==> src/rtl/display_scanner_if.sv <==
// rtl/display_scanner_if.sv - load/value inputs and scan outputs of the display scanner
interface display_scanner_if #(
    parameter int DIGITS = 4
);
    logic                  load_i;
    logic [4*DIGITS-1:0]   value_i;
    logic [3:0]            nibble_o;
    logic [DIGITS-1:0]     digit_en_o;
    logic                  blank_o;
    logic                  pending_o;
    logic                  frame_done_o;

    modport master (
        output load_i, value_i,
        input  nibble_o, digit_en_o, blank_o, pending_o, frame_done_o
    );

    modport slave (
        input  load_i, value_i,
        output nibble_o, digit_en_o, blank_o, pending_o, frame_done_o
    );
endinterface

==> src/rtl/display_scanner.sv <==
// rtl/display_scanner.sv - double-buffered multiplexed hex scanner for a shared 7-segment bus
module display_scanner #(
    parameter int DIGITS      = 4,
    parameter int REFRESH_DIV = 50000,
    parameter int DEAD        = 2,
    parameter int BLANK_LZ    = 1
) (
    input  logic              clk,
    input  logic              rst_n,
    display_scanner_if.slave  bus
);
    localparam int PW = (REFRESH_DIV > 1) ? $clog2(REFRESH_DIV) : 1;
    localparam int IW = $clog2(DIGITS);
    localparam int VW = 4 * DIGITS;
    localparam logic [PW-1:0] PRESC_MAX = PW'(REFRESH_DIV - 1);
    localparam logic [IW-1:0] IDX_MAX   = IW'(DIGITS - 1);
    localparam logic [PW-1:0] DEAD_P    = PW'(DEAD);
    localparam bit            HAS_DEAD  = (DEAD > 0);

    logic [PW-1:0]     presc_q, presc_d;
    logic [IW-1:0]     idx_q, idx_d;
    logic [VW-1:0]     active_q, active_d;
    logic [VW-1:0]     shadow_q, shadow_d;
    logic              pending_q, pending_d;
    logic [3:0]        nibble_q, nibble_d;
    logic [DIGITS-1:0] digit_en_q, digit_en_d;
    logic              blank_q, blank_d;
    logic              frame_done_q, frame_done_d;

    logic              tick, wrap;
    logic [DIGITS-1:0] lz_vec;
    logic [DIGITS-1:0] sel_en;
    logic [3:0]        cur_nib;
    logic              cur_lz;
    logic              upper_zero;

    assign tick = (presc_q == PRESC_MAX);
    assign wrap = tick && (idx_q == IDX_MAX);

    always_comb begin
        presc_d = tick ? '0 : presc_q + 1'b1;
        idx_d   = idx_q;
        if (tick) begin
            idx_d = wrap ? '0 : idx_q + 1'b1;
        end
    end

    // Same-cycle load at the frame boundary goes straight to the active buffer.
    always_comb begin
        active_d  = active_q;
        shadow_d  = shadow_q;
        pending_d = pending_q;
        if (bus.load_i && wrap) begin
            active_d  = bus.value_i;
            shadow_d  = bus.value_i;
            pending_d = 1'b0;
        end else if (wrap) begin
            if (pending_q) begin
                active_d = shadow_q;
            end
            pending_d = 1'b0;
        end else if (bus.load_i) begin
            shadow_d  = bus.value_i;
            pending_d = 1'b1;
        end
    end

    // A digit is a leading zero when it and every more-significant digit are zero.
    always_comb begin
        lz_vec     = '0;
        upper_zero = 1'b1;
        for (int i = DIGITS - 1; i >= 1; i--) begin
            upper_zero = upper_zero && (active_q[4*i +: 4] == 4'h0);
            lz_vec[i]  = (BLANK_LZ != 0) && upper_zero;
        end
    end

    always_comb begin
        cur_nib = 4'h0;
        cur_lz  = 1'b0;
        sel_en  = '1;
        for (int i = 0; i < DIGITS; i++) begin
            if (idx_q == IW'(i)) begin
                cur_nib   = active_q[4*i +: 4];
                cur_lz    = lz_vec[i];
                sel_en[i] = 1'b0;
            end
        end
        nibble_d     = cur_nib;
        blank_d      = cur_lz;
        digit_en_d   = ((HAS_DEAD && (presc_q < DEAD_P)) || cur_lz) ? '1 : sel_en;
        frame_done_d = wrap;
    end

    always_ff @(posedge clk or negedge rst_n) begin
        if (!rst_n) begin
            presc_q      <= '0;
            idx_q        <= '0;
            active_q     <= '0;
            shadow_q     <= '0;
            pending_q    <= 1'b0;
            nibble_q     <= 4'h0;
            digit_en_q   <= '1;
            blank_q      <= 1'b0;
            frame_done_q <= 1'b0;
        end else begin
            presc_q      <= presc_d;
            idx_q        <= idx_d;
            active_q     <= active_d;
            shadow_q     <= shadow_d;
            pending_q    <= pending_d;
            nibble_q     <= nibble_d;
            digit_en_q   <= digit_en_d;
            blank_q      <= blank_d;
            frame_done_q <= frame_done_d;
        end
    end

    assign bus.nibble_o     = nibble_q;
    assign bus.digit_en_o   = digit_en_q;
    assign bus.blank_o      = blank_q;
    assign bus.pending_o    = pending_q;
    assign bus.frame_done_o = frame_done_q;
endmodule

==> src/flat_wrapper.sv <==
// flat-port wrapper written by rule: the top's interface ports become plain ports
module display_scanner_flat 
#(
    parameter int DIGITS      = 4,
    parameter int REFRESH_DIV = 50000,
    parameter int DEAD        = 2,
    parameter int BLANK_LZ    = 1
)
  (clk, rst_n, bus_load_i, bus_value_i, bus_nibble_o, bus_digit_en_o, bus_blank_o, bus_pending_o, bus_frame_done_o);
  display_scanner_if #(.DIGITS(DIGITS)) bus_i ();
  input  logic clk;
  input  logic rst_n;
  input wire logic [$bits(bus_i.load_i)-1:0] bus_load_i;
  input wire logic [$bits(bus_i.value_i)-1:0] bus_value_i;
  output wire logic [$bits(bus_i.nibble_o)-1:0] bus_nibble_o;
  output wire logic [$bits(bus_i.digit_en_o)-1:0] bus_digit_en_o;
  output wire logic [$bits(bus_i.blank_o)-1:0] bus_blank_o;
  output wire logic [$bits(bus_i.pending_o)-1:0] bus_pending_o;
  output wire logic [$bits(bus_i.frame_done_o)-1:0] bus_frame_done_o;
  assign bus_i.load_i = bus_load_i;
  assign bus_i.value_i = bus_value_i;
  assign bus_nibble_o = bus_i.nibble_o;
  assign bus_digit_en_o = bus_i.digit_en_o;
  assign bus_blank_o = bus_i.blank_o;
  assign bus_pending_o = bus_i.pending_o;
  assign bus_frame_done_o = bus_i.frame_done_o;
  display_scanner #(.DIGITS(DIGITS), .REFRESH_DIV(REFRESH_DIV), .DEAD(DEAD), .BLANK_LZ(BLANK_LZ)) u_core (.clk(clk), .rst_n(rst_n), .bus(bus_i));
endmodule
==> config.mk <==
export PLATFORM = sky130hd
export DESIGN_NAME = display_scanner_flat
export DESIGN_NICKNAME = d
export VERILOG_FILES = /design/src/rtl/display_scanner_if.sv /design/src/rtl/display_scanner.sv /design/src/flat_wrapper.sv
export SDC_FILE = /design/constraint.sdc
export NUM_CORES = 1
export LEC_CHECK = 0
export ABC_AREA = 1
export CAP_MARGIN = 10
export CELL_PAD_IN_SITES_DETAIL_PLACEMENT = 0
export CELL_PAD_IN_SITES_GLOBAL_PLACEMENT = 1
export CORE_UTILIZATION = 44
export CTS_BUF_LIST = sky130_fd_sc_hd__clkbuf_8
export CTS_CLUSTER_DIAMETER = 200
export DETAILED_ROUTE_END_ITERATION = 16
export PLACE_DENSITY_LB_ADDON = 0.12
export SKIP_CTS_REPAIR_TIMING = 1
export SYNTH_ARGS = -nofsm -noshare
export SYNTH_HDL_FRONTEND = slang
export SYNTH_SLANG_ARGS = --single-unit
==> constraint.sdc <==
create_clock -name clk -period 2 [get_ports clk]
set_clock_uncertainty 0.05 [all_clocks]
set_input_delay 0.2 -clock clk [delete_from_list [all_inputs] [get_ports clk]]
set_output_delay 0.2 -clock clk [all_outputs]
set_load 0.03 [all_outputs]
* Yosys cells after proc, flatten, opt, wreduce, memory -nomap -nowiden *
Cells that the tools add are included.

word-level totals
  flip-flop bits (word level) = 61
  bits in latches = 0
  RAM bits = 0
  bits in read-only memories = 0
  input bits = 19
  word-level logic and storage cells = 55
  memories = 0

operators by class
  add/sub/neg operators = 2
  multiply operators = 0
  div/mod/pow operators = 0
  order comparisons = 1
  equal/unequal tests = 5
  shifts and indexed selects = 0
  mux-type cells = 23
  bitwise gates (word level) = 0
  reductions and logical operators = 15

operators by type and width
  cell                                                 count
  two-way mux 16 bit                                   7
  two-way mux 4 bit                                    5
  adder 16 x 1 -> 16 bit, second input constant        1
  equality test 16 bit, second input constant          1
  < comparator 16 x 2 -> 1 bit, second input constant  1
  zero test 4 bit                                      3
  two-way mux 1 bit                                    10
  nonzero test 2 bit                                   3
  equality test 2 bit, second input constant           2
  logical AND 1 bit                                    4
  AND reduction 2 bit                                  2
  nonzero test 3 bit                                   1
  adder 2 x 1 -> 2 bit, second input constant          1
  equality test 2 x 1 -> 1 bit, second input constant  1
  zero test 2 bit                                      1
  two-way mux 2 bit                                    1
  inequality test 2 bit, second input constant         1
  logical OR 1 bit                                     1

* Logic depth before layout (Yosys ltp) *
  depth in word-level cells = 8
  mapped depth = 10

* Worst setup path before layout *
Ideal clock, no wire load.

  path type = register -> register
  start point = reg u_core.presc_q[0]
  end point = reg u_core.active_q[15]
  arrival = 1.295 ns
  required time = 1.833 ns
  slack = 0.538 ns
  cell stages (with the launch flop) = 8
  clock period less this slack = 1.462 ns
  cell sequence = dfrtp_1 > ha_1 > nand3_2 > nor2_4 > nand4_4 > buf_6 > o21ai_1 > inv_1

between the ends
  cells in the longest elaborated chain, start to end = 5
  elaborated cells on any way between the ends = 7
  classes of those cells = eq/ne: 1; mux: 1; reduce/logical: 5

ends and longest elaborated chain
  element                               line                    RTL
  start, declared                       display_scanner.sv:20   logic [PW-1:0] presc_q, presc_d;
  start signal, assigned                display_scanner.sv:107  presc_q <= presc_d;
  equality test 16 bit *                display_scanner.sv:37   assign tick = (presc_q == PRESC_MAX);
  logical AND 1 bit *                   display_scanner.sv:38   assign wrap = tick && (idx_q == IDX_MAX);
  logical AND 1 bit                     display_scanner.sv:53   if (bus.load_i && wrap) begin
  nonzero test 2 bit (no source line)   --
  AND reduction 2 bit (no source line)  --
  end signal, assigned                  display_scanner.sv:109  active_q <= active_d;
  end, declared                         display_scanner.sv:22   logic [VW-1:0] active_q, active_d;

Every way passes the cells marked *; elsewhere a longest branch is shown, timed or not.
A chain may end at the register's enable or synchronous reset.

* Final worst setup path *
  start point = reg u_core.digit_en_q[0] (netlist: u_core.bus.digit_en_o[0])
  end point = out bus_digit_en_o[0]

RTL lines
  element                 line                    RTL
  start, declared         display_scanner.sv:26   logic [DIGITS-1:0] digit_en_q, digit_en_d;
  start signal, assigned  display_scanner.sv:113  digit_en_q <= digit_en_d;
  end, declared           flat_wrapper.sv:16      output wire logic [$bits(bus_i.digit_en_o)-1:0] bus_digit_en_o;

No word-level cell between the ends.

==> results.toml <==
[clock_tree]
htree_levels = 3
cts_tree = "done"
clk_pin_slew_ns = 0.07
cts_buffer_depth = 2
clk_latency_ns = 0.33
cts_num_sinks = 61
cts-root-buf = "clkbuf_8"
cts_inserted_buffers = 9

[placement]
dp.final_hpwl_um = 4230
place_area_um2 = 3290
portBuffers = 29
pre_cts_ws_ns = 0.127
gp_congestion = 0.813

[global_routing]
grt_use_total_pct = 19.0
grt_max_degree = 62
grt_antenna_before_repair = 0
grt_pass1_wl_um = 10300
grt_pass1_vias = 2176
overflow = 0

[die]
rows = 29
core_um2 = 6390
die_area_um2 = 6950
die_x_um = 83.4
fp.dieH_um = 83.4
ios = 30
start_util_pct = 45.6

[route]
antenna_left = 0
drt_iter0_drc = 126
wl_um = 5870
drc = 0
avgRoutedWirePerCell_um = 12.4
drt_first_pass_iters = 4
vias = 2251
routed_via_density = 4.74

[finish]
seq_area_um2 = 1530
final_area_um2 = 3470
diodes = 0
final_nets = 418
multi_input_area_um2 = 1100
final_common_cell = "nand2_1"
final_cell_mix = "98 x nand2_1, 57 x inv_1, 57 x dfrtp_1, 38 x nor2_1, 28 x clkdlybuf4s50_1"
drive_gt1_share_pct = 10.3
area_growth_pct = 19.1
nFillCells = 628

[worst_setup_path]
timing.rr.end = "u_core.active_q[5]"
start_kind = "flop"
reg2reg_slack_ns = 0.25
crit_chain = "clkdlybuf4s50_1"
path_buf_inv = 1
crit_path_max_incr_delay_ns = 0.65
worst-path-stages = 1
critical_path_class = "flop to output pin"
end_kind = "output pin"
critPathTopFamily = "buffers and inverters"
crit_path_max_fanout = 1
reg2reg_from = "u_core.presc_q[0]"
cp_slowest_cell = "clkdlybuf4s50_1"
ff2ff_path_depth = 6
crit_arrival_ns = 1.50
required_ns = 1.75

[sta]
hold_violations = 0
setup_viol = 0
drv_slew = 0
rsz0062_at_grt = "false"
tns_ns = 0
slew_headroom_pct = 72.7
finalCriticalPeriod_ns = 1.75
worst_pin_slew_ns = 0.408
fin_crit_sh_pct = 87.7
fmax_mhz = 570
fin_ws_ns = 0.247

[synthesis]
ys_seq_area_share_pct = 52.6
avgSynthCellArea_um2 = 8.18
synth_area_um2 = 2910
synth_cell_types = 31
yosys_most_used_dff = "dfrtp_1"
netlist_instances = 356
ys_ff_latch = 61
synthArstFlopShare_pct = 100
synth_edf_count = 0
yosys_warnings = 0
synth.net_count = 380

[power]
powerDensity_nw_per_um2 = 674
p_int_mw = 1.79
power_frac_seq_pct = 54.3
switching_share_pct = 23.6
peakVddDrop_v = 0.000335
power.leakage_nw = 1.79
combPwrFrac_pct = 5.5
total_power_mw = 2.34
switching_power_uw = 552
clockPowerShare_pct = 40.2

[flow_run]
drv_cap = 0

[hold_path]
hp-class = "primary input to async pin"

[outcome]
status = "complete, no violations"
==> cell usage after synthesis, drive strengths merged, types with 2 or more instances <==
library cell  instances  area, um2
nand2               102        393
inv                  60        225
dfrtp                57       1430
nor2                 43        184
nand3                15       80.1
o21ai                15       82.6
a21oi                14       70.1
nor3                  9       45.0
nand4                 8       65.1
buf                   5       40.0
ha                    5       62.6
xor2                  5       43.8
dfstp                 4        105
o211ai                4       30.0
clkbuf                3       11.3
nor4                  2       12.5
==> worst max path at each step <==
stage | from | endpoint | slack [ns]
final | u_core.bus.digit_en_o[0] | bus_digit_en_o[0] | 0.25
after global placement | bus_load_i | u_core.active_q[15] | 0.12
after floorplan | u_core.presc_q[0] | u_core.active_q[15] | 0.54
after detailed placement | bus_load_i | u_core.active_q[5] | 0.13
after CTS | u_core.bus.digit_en_o[0] | bus_digit_en_o[0] | 0.23
after global routing | u_core.presc_q[1] | u_core.active_q[8] | 0.04
==> logic make-up after synthesis <==
logic type,synth area share (%)
flops,52.6
xor+xnor,1.80
compound gates,6.74
fa+ha+maj,2.15
buf+inv,9.49
simple gates,27.2
==> metal layers <==
metal  vias up  share of wire, %  global-route usage, %  routed length, um
met3        10               3.2                   3.68                188
met5         -                 0                      0                  0
met2        40                41                   25.8               2380
met1      1021                54                   28.9               3190
met4         0               1.9                   8.93                114
li1       1180                 -                      -                  -
==> stage by stage <==
stage / hold WS, ns / utilization [%] / cells
global placement: 0.187 / 51.6 / 459
CTS: -0.174 / 54.2 / 474
floorplan: -0.146 / - / 356
finish: 0.350 / 54.3 / 475
global route: 0.378 / 54.3 / 475
detailed placement: 0.186 / 51.6 / 459
==> registers in the layout, summed over array words and instances, names as in the netlist <==
signal and cells:
u_core.active_q 16, u_core.bus.blank_o 1, u_core.bus.digit_en_o 4, u_core.bus.frame_done_o 1
u_core.bus.nibble_o 4, u_core.bus.pending_o 1, u_core.idx_q 2, u_core.presc_q 16
u_core.shadow_q 16
==> power by group through the flow <==
stage / Combinational (mW) / Clock, mW / Sequential, mW
after floorplan: 0.0520 / 0 / 1.29
after global placement: 0.129 / 0 / 1.29
after detailed placement: 0.130 / 0 / 1.29
after CTS: 0.131 / 0.963 / 1.27
after global routing: 0.148 / 1.01 / 1.27
final: 0.129 / 0.940 / 1.27
==> cell type report <==
cell class	instances	share of cell area (%)
Multi-Input combinational cell	227	31.9
Tap cell	77	2.78
Timing Repair Buffer	35	9.96
Sequential cell	61	44.2
Clock buffer	10	3.97
Inverter	60	6.49
Clock inverter	5	0.794
No activity file was read; power rests on OpenSTA's default activity.
